File: config.mk
export PLATFORM = sky130hd
export DESIGN_NAME = mul_operand_sequencer
export DESIGN_NICKNAME = d
export VERILOG_FILES = /design/src/rtl/mul_operand_sequencer.sv
export SDC_FILE = /design/constraint.sdc
export NUM_CORES = 1
export LEC_CHECK = 0
export CELL_PAD_IN_SITES_DETAIL_PLACEMENT = 1
export CELL_PAD_IN_SITES_GLOBAL_PLACEMENT = 1
export CORE_MARGIN = 4
export CORE_UTILIZATION = 31
export DETAILED_ROUTE_END_ITERATION = 16
export GPL_TIMING_DRIVEN = 0
export PLACE_DENSITY_LB_ADDON = 0.1
export SLEW_MARGIN = 20
export SYNTH_ARGS = -nofsm -noshare
export SYNTH_HDL_FRONTEND = slang
export SYNTH_SLANG_ARGS = --single-unit
File: constraint.sdc
create_clock -name clk -period 1.49 [get_ports clk]
set_input_delay 0.149 -clock clk [delete_from_list [all_inputs] [get_ports clk]]
set_output_delay 0.149 -clock clk [all_outputs]
set_load 0.02 [all_outputs]
File: src/rtl/mul_operand_sequencer.sv
// mul_operand_sequencer: valid/ready front end that feeds a successive-addition multiplier
// and returns its product, bypassing zero operands and timing out a silent multiplier.
module mul_operand_sequencer #(
   parameter int DW      = 4,
   parameter int PW      = 16,
   parameter int TIMEOUT = 40
) (
   input  logic          clk,
   input  logic          rst_n,
   input  logic          req_valid,
   output logic          req_ready,
   input  logic [DW-1:0] req_a,
   input  logic [DW-1:0] req_b,
   output logic          start,
   output logic [DW-1:0] din,
   input  logic          lda,
   input  logic          ldb,
   input  logic          done,
   input  logic [PW-1:0] prod,
   output logic          rsp_valid,
   input  logic          rsp_ready,
   output logic [PW-1:0] rsp_prod,
   output logic          rsp_err,
   output logic          busy
);
   localparam int TW = $clog2(TIMEOUT + 1);

   typedef enum logic [2:0] {IDLE, BYPASS, LAUNCH, RUN, RESP, DRAIN} state_t;

   state_t        state_q, state_d;
   logic [DW-1:0] a_q, a_d, b_q, b_d;
   logic [TW-1:0] timer_q, timer_d;
   logic [PW-1:0] rsp_prod_q, rsp_prod_d;
   logic          rsp_err_q, rsp_err_d;
   logic          req_ready_q, req_ready_d;
   logic          start_q, start_d;
   logic          busy_q, busy_d;
   logic          rsp_valid_q, rsp_valid_d;
   logic          expired;

   assign expired   = timer_q == TW'(TIMEOUT - 1);
   assign din       = lda ? a_q : ldb ? b_q : '0;
   assign req_ready = req_ready_q;
   assign start     = start_q;
   assign busy      = busy_q;
   assign rsp_valid = rsp_valid_q;
   assign rsp_prod  = rsp_prod_q;
   assign rsp_err   = rsp_err_q;

   always_comb begin
      state_d    = state_q;
      a_d        = a_q;
      b_d        = b_q;
      timer_d    = timer_q;
      rsp_prod_d = rsp_prod_q;
      rsp_err_d  = rsp_err_q;
      case (state_q)
         IDLE: if (req_valid) begin
            a_d     = req_a;
            b_d     = req_b;
            timer_d = '0;
            state_d = (req_a == '0 || req_b == '0) ? BYPASS : LAUNCH;
         end
         BYPASS: begin
            rsp_prod_d = '0;
            rsp_err_d  = 1'b0;
            state_d    = RESP;
         end
         // the timeout outranks a late lda so a launch never outlives TIMEOUT
         LAUNCH: begin
            timer_d = timer_q + TW'(1);
            if (expired) begin
               rsp_prod_d = '0;
               rsp_err_d  = 1'b1;
               state_d    = RESP;
            end else if (lda) begin
               state_d = RUN;
            end
         end
         RUN: begin
            timer_d = timer_q + TW'(1);
            if (done) begin
               rsp_prod_d = prod;
               rsp_err_d  = 1'b0;
               state_d    = RESP;
            end else if (expired) begin
               rsp_prod_d = '0;
               rsp_err_d  = 1'b1;
               state_d    = RESP;
            end
         end
         RESP: if (rsp_ready) state_d = done ? DRAIN : IDLE;
         DRAIN: if (!done) state_d = IDLE;
         default: state_d = IDLE;
      endcase
      req_ready_d = state_d == IDLE;
      start_d     = state_d == LAUNCH;
      busy_d      = state_d != IDLE;
      rsp_valid_d = state_d == RESP;
   end

   always_ff @(posedge clk or negedge rst_n) begin
      if (!rst_n) begin
         state_q     <= IDLE;
         a_q         <= '0;
         b_q         <= '0;
         timer_q     <= '0;
         rsp_prod_q  <= '0;
         rsp_err_q   <= 1'b0;
         req_ready_q <= 1'b1;
         start_q     <= 1'b0;
         busy_q      <= 1'b0;
         rsp_valid_q <= 1'b0;
      end else begin
         state_q     <= state_d;
         a_q         <= a_d;
         b_q         <= b_d;
         timer_q     <= timer_d;
         rsp_prod_q  <= rsp_prod_d;
         rsp_err_q   <= rsp_err_d;
         req_ready_q <= req_ready_d;
         start_q     <= start_d;
         busy_q      <= busy_d;
         rsp_valid_q <= rsp_valid_d;
      end
   end
endmodule

==> flow_results.xml <==
<?xml version="1.0" encoding="UTF-8"?>
<metrics>
  <group name="outcome">
    <metric name="outcome" unit="">complete, but fails checks</metric>
    <metric name="violations" unit="">setup timing</metric>
  </group>
  <group name="routing">
    <metric name="total_routed_wirelength" unit="um">4540</metric>
    <metric name="routed_via_density" unit="">4.79</metric>
    <metric name="wire_per_inst" unit="um">16.6</metric>
    <metric name="drt_pass1_iterations" unit="">4</metric>
    <metric name="vias" unit="">1313</metric>
    <metric name="first_iter_violations" unit="">40</metric>
    <metric name="route.detailed.drc" unit="">0</metric>
    <metric name="postRouteAntennaNets" unit="">0</metric>
  </group>
  <group name="die">
    <metric name="die_area" unit="um2">6450</metric>
    <metric name="die-height" unit="um">80.3</metric>
    <metric name="ios" unit="">56</metric>
    <metric name="num_rows" unit="">26</metric>
    <metric name="initial_utilization" unit="">0.320</metric>
    <metric name="design.core.area" unit="um2">5070</metric>
    <metric name="die_w" unit="um">80.3</metric>
  </group>
  <group name="clocking">
    <metric name="ctsHtreeMaxLevel" unit="">2</metric>
    <metric name="insertion_delay_of_the_later_clocked_pin_in_the_worst_skew_pair" unit="ps">290</metric>
    <metric name="cts_sinks" unit="">38</metric>
    <metric name="largest_buffer_count_on_any_clock_path" unit="">2</metric>
    <metric name="root_buffer" unit="">sky130_fd_sc_hd__clkbuf_8</metric>
    <metric name="tritoncts_buffers" unit="">5</metric>
    <metric name="cts_tree" unit="">yes</metric>
    <metric name="clkSlewWorstSetupHoldPaths" unit="ps">80</metric>
  </group>
  <group name="finish">
    <metric name="finalNetCount" unit="">235</metric>
    <metric name="syn2layout_area_growth" unit="%">60.0</metric>
    <metric name="finalCoreUtilization" unit="">0.511</metric>
    <metric name="layout_cell_share_with_drive_strength_beyond_1" unit="">0.270</metric>
    <metric name="num_antenna_cells" unit="">0</metric>
    <metric name="fillers" unit="">544</metric>
  </group>
  <group name="setup_path">
    <metric name="timing.reg2reg.worst_path_depth" unit="">4</metric>
    <metric name="path_class" unit="">reg -&gt; reg</metric>
    <metric name="cp_max_fo" unit="">4</metric>
    <metric name="cp_data_arrival_time" unit="ps">1690</metric>
    <metric name="end_kind" unit="">flip-flop</metric>
    <metric name="critPathRequiredTime" unit="ps">1660</metric>
    <metric name="critical_path.startpoint_type" unit="">flip-flop</metric>
    <metric name="worst_setup_path_startpoint" unit="">timer_q[3]</metric>
    <metric name="critical_path.reg2reg.startpoint" unit="">timer_q[3]</metric>
  </group>
  <group name="sta">
    <metric name="fmax_achieved" unit="MHz">655</metric>
    <metric name="grt_setup_unrepaired" unit="">yes</metric>
    <metric name="finalHoldViolations" unit="">0</metric>
    <metric name="finalCriticalPeriod" unit="ps">1530</metric>
    <metric name="clock_skew" unit="ps">9.72</metric>
    <metric name="worst_slew_pin_slew" unit="ps">349</metric>
    <metric name="drv_slew" unit="">0</metric>
    <metric name="setup-violations-final" unit="">7</metric>
    <metric name="max_slew_margin" unit="">0.765</metric>
    <metric name="worst_hold_margin" unit="ps">263</metric>
    <metric name="period_share" unit="">1.02</metric>
    <metric name="worst_case_setup_margin_in_the_final_layout" unit="ps">-36.9</metric>
  </group>
  <group name="synthesis">
    <metric name="post_synth_and_or_nand_nor_area_fraction" unit="">0.140</metric>
    <metric name="seq_area_frac_synth" unit="">0.587</metric>
    <metric name="synth_seq_cells" unit="">38</metric>
    <metric name="synth_xor_xnor_area_share" unit="">0.0216</metric>
    <metric name="post-synth-top-area-fraction" unit="">0.571</metric>
    <metric name="postSynth.topFlopCell" unit="">sky130_fd_sc_hd__dfrtp_1</metric>
    <metric name="synth_fa_ha_area_frac" unit="">0.00772</metric>
    <metric name="postSynthNetCount" unit="">159</metric>
    <metric name="mappedNetlistArea" unit="um2">1620</metric>
    <metric name="synth.area.top_cells" unit="">sky130_fd_sc_hd__dfrtp_1 (57%), sky130_fd_sc_hd__a22o_1 (11%), sky130_fd_sc_hd__mux2_1 (2.8%), sky130_fd_sc_hd__mux2_2 (2.8%), sky130_fd_sc_hd__nor2b_1 (2.3%)</metric>
    <metric name="mux_cell_area_share_after_synthesis" unit="">0.0617</metric>
    <metric name="synthCells" unit="">127</metric>
    <metric name="synth.distinct_cells" unit="">36</metric>
    <metric name="postSynthAreaPerCell" unit="um2">12.8</metric>
    <metric name="yosysMostFrequentCell" unit="">sky130_fd_sc_hd__dfrtp_1</metric>
    <metric name="synthTopCellsByCount" unit="">sky130_fd_sc_hd__dfrtp_1 (37), sky130_fd_sc_hd__a22o_1 (20), sky130_fd_sc_hd__nor2_1 (8), sky130_fd_sc_hd__nand2_1 (7), sky130_fd_sc_hd__nor2b_1 (6)</metric>
    <metric name="synth_edf_count" unit="">0</metric>
    <metric name="post_synth_arst_share" unit="">1.00</metric>
    <metric name="yosys_warnings" unit="">0</metric>
    <metric name="synth_top_area_cell" unit="">sky130_fd_sc_hd__dfrtp_1</metric>
    <metric name="complex_gate_fraction_of_the_synthesized_area" unit="">0.157</metric>
    <metric name="synth_top_family_by_area" unit="">compound AO/OA/AOI/OAI gates</metric>
  </group>
  <group name="job">
    <metric name="max-cap-violations" unit="">0</metric>
  </group>
  <group name="global_routing">
    <metric name="globalRouteOverflowTotal" unit="">0</metric>
    <metric name="global_routing_usage_summed_across_all_routing_layers" unit="">0.143</metric>
    <metric name="groute.layer.met2.usage" unit="">0.226</metric>
    <metric name="grt_most_used_layer" unit="">met2</metric>
    <metric name="via_count_of_the_first_global_routing_pass" unit="">1421</metric>
    <metric name="groute.layer.met3.usage" unit="">0.0437</metric>
    <metric name="grt_first_pass_wirelength" unit="um">7150</metric>
    <metric name="grt_max_degree" unit="">29</metric>
    <metric name="grtUsageMet1" unit="">0.191</metric>
    <metric name="antenna_found_initial" unit="">0</metric>
  </group>
  <group name="power_and_ir_drop">
    <metric name="vdd.ir_drop.worst" unit="mV">0.838</metric>
    <metric name="powerDensity" unit="nW/um2">2090</metric>
    <metric name="static_leakage" unit="nW">1.17</metric>
  </group>
  <group name="placement">
    <metric name="io_buffers" unit="">55</metric>
    <metric name="dp_hpwl" unit="um">3150</metric>
    <metric name="replace_congestion" unit="">0.708</metric>
  </group>
  <group name="min_path">
    <metric name="worst_hold_path_type" unit="">in -&gt; async</metric>
  </group>
</metrics>
==> cells in the final DEF (no fill, tap or decap), types with 2 or more instances in the layout <==
cell type                          n
sky130_fd_sc_hd__dlygate4sd2_1     3
sky130_fd_sc_hd__o21ai_0           5
sky130_fd_sc_hd__clkdlybuf4s15_1   3
sky130_fd_sc_hd__nor2b_2           2
sky130_fd_sc_hd__mux2_4            7
sky130_fd_sc_hd__buf_12            2
sky130_fd_sc_hd__buf_4            11
sky130_fd_sc_hd__buf_2             2
sky130_fd_sc_hd__nor2b_1           5
sky130_fd_sc_hd__inv_1             2
sky130_fd_sc_hd__a22o_1           20
sky130_fd_sc_hd__clkbuf_8          6
sky130_fd_sc_hd__nand2_1           7
sky130_fd_sc_hd__xor2_1            4
sky130_fd_sc_hd__dfrtp_1          34
sky130_fd_sc_hd__nor2_1            8
sky130_fd_sc_hd__clkdlybuf4s50_1  47
sky130_fd_sc_hd__nand4_1           2
sky130_fd_sc_hd__nand3_2           2
sky130_fd_sc_hd__dfrtp_2           3
sky130_fd_sc_hd__buf_6             3
==> final cells by class <==
class | instances | area (um2) | share of cell area
Tap cell | 70 | 87.6 | 0.0338
Sequential cell | 38 | 956 | 0.369
Inverter | 2 | 7.51 | 0.00289
Multi-Input combinational cell | 83 | 711 | 0.274
Clock buffer | 7 | 86.3 | 0.0333
Buffer | 4 | 35.0 | 0.0135
Clock inverter | 1 | 30.0 | 0.0116
Timing Repair Buffer | 69 | 681 | 0.262
==> worst paths after layout <==
check	end	slack, ps
max	busy	-40
min	b_q[3]	260
max reg2reg	busy	-40
min reg2reg	rsp_prod[0]	510
max in group asynchronous	req_ready	720
min in group clk	rsp_prod[9]	460
==> flip-flops by register name, summed over array words and instances (netlist names), 3 cells and up <==
register / cells
timer_q: 6
b_q: 4
a_q: 4
state_q: 3
rsp_prod: 16
==> power breakdown <==
| part | switching [W] | internal (W) |
|---|---|---|
| clock network | 0.000359 | 0.000546 |
| logic | 0.00120 | 0.00145 |
| registers | 0.000335 | 0.00152 |
==> repair_timing <==
action,4_1_cts,5_1_grt
hold endpoints to repair,10,0
buffers inserted,9,2
cloned,1,0
pin swaps,4,3
endpoints found under the setup margin,33,32
gates resized for setup,15,15
hold buffers,1,0
==> metrics by stage <==
step / TNS, ps / cell area [um2] / std cells / setup slack [ps] / power, W
2_1_floorplan: 0 / 1640 / 127 / 9.91 / 0.00316
3_3_place_gp: -28280 / 2280 / 252 / -742 / 0.00411
3_5_place_dp: -6450 / 2290 / 253 / -464 / 0.00420
4_1_cts: -230 / 2530 / 272 / -36.0 / 0.00531
5_1_grt: -766 / 2590 / 274 / -82.7 / 0.00574
6_report: -80.1 / 2590 / 274 / -36.9 / 0.00541
==> critical path, cell delays in order (launching register included) <==
cell and delay [ps]:
sky130_fd_sc_hd__dfrtp_1 380, sky130_fd_sc_hd__and4bb_4 380, sky130_fd_sc_hd__nand2_2 80, sky130_fd_sc_hd__a32o_2 270, sky130_fd_sc_hd__or3_1 310
==> metal layers <==
layer | share of wire | wire [um]
met3 | 0.058 | 263
met1 | 0.45 | 2060
met2 | 0.48 | 2170
met5 | 0 | 0
met4 | 0.010 | 46
==> kinds of logic after synthesis <==
family	Yosys count
DFF	38
buffers and inverters	6
AOI/OAI and AO/OA	31
xor gates and xnor gates	4
and+or+nand+nor	38
adders and majority gates	1
muxes	9
Power figures use the tool's default switching activity.
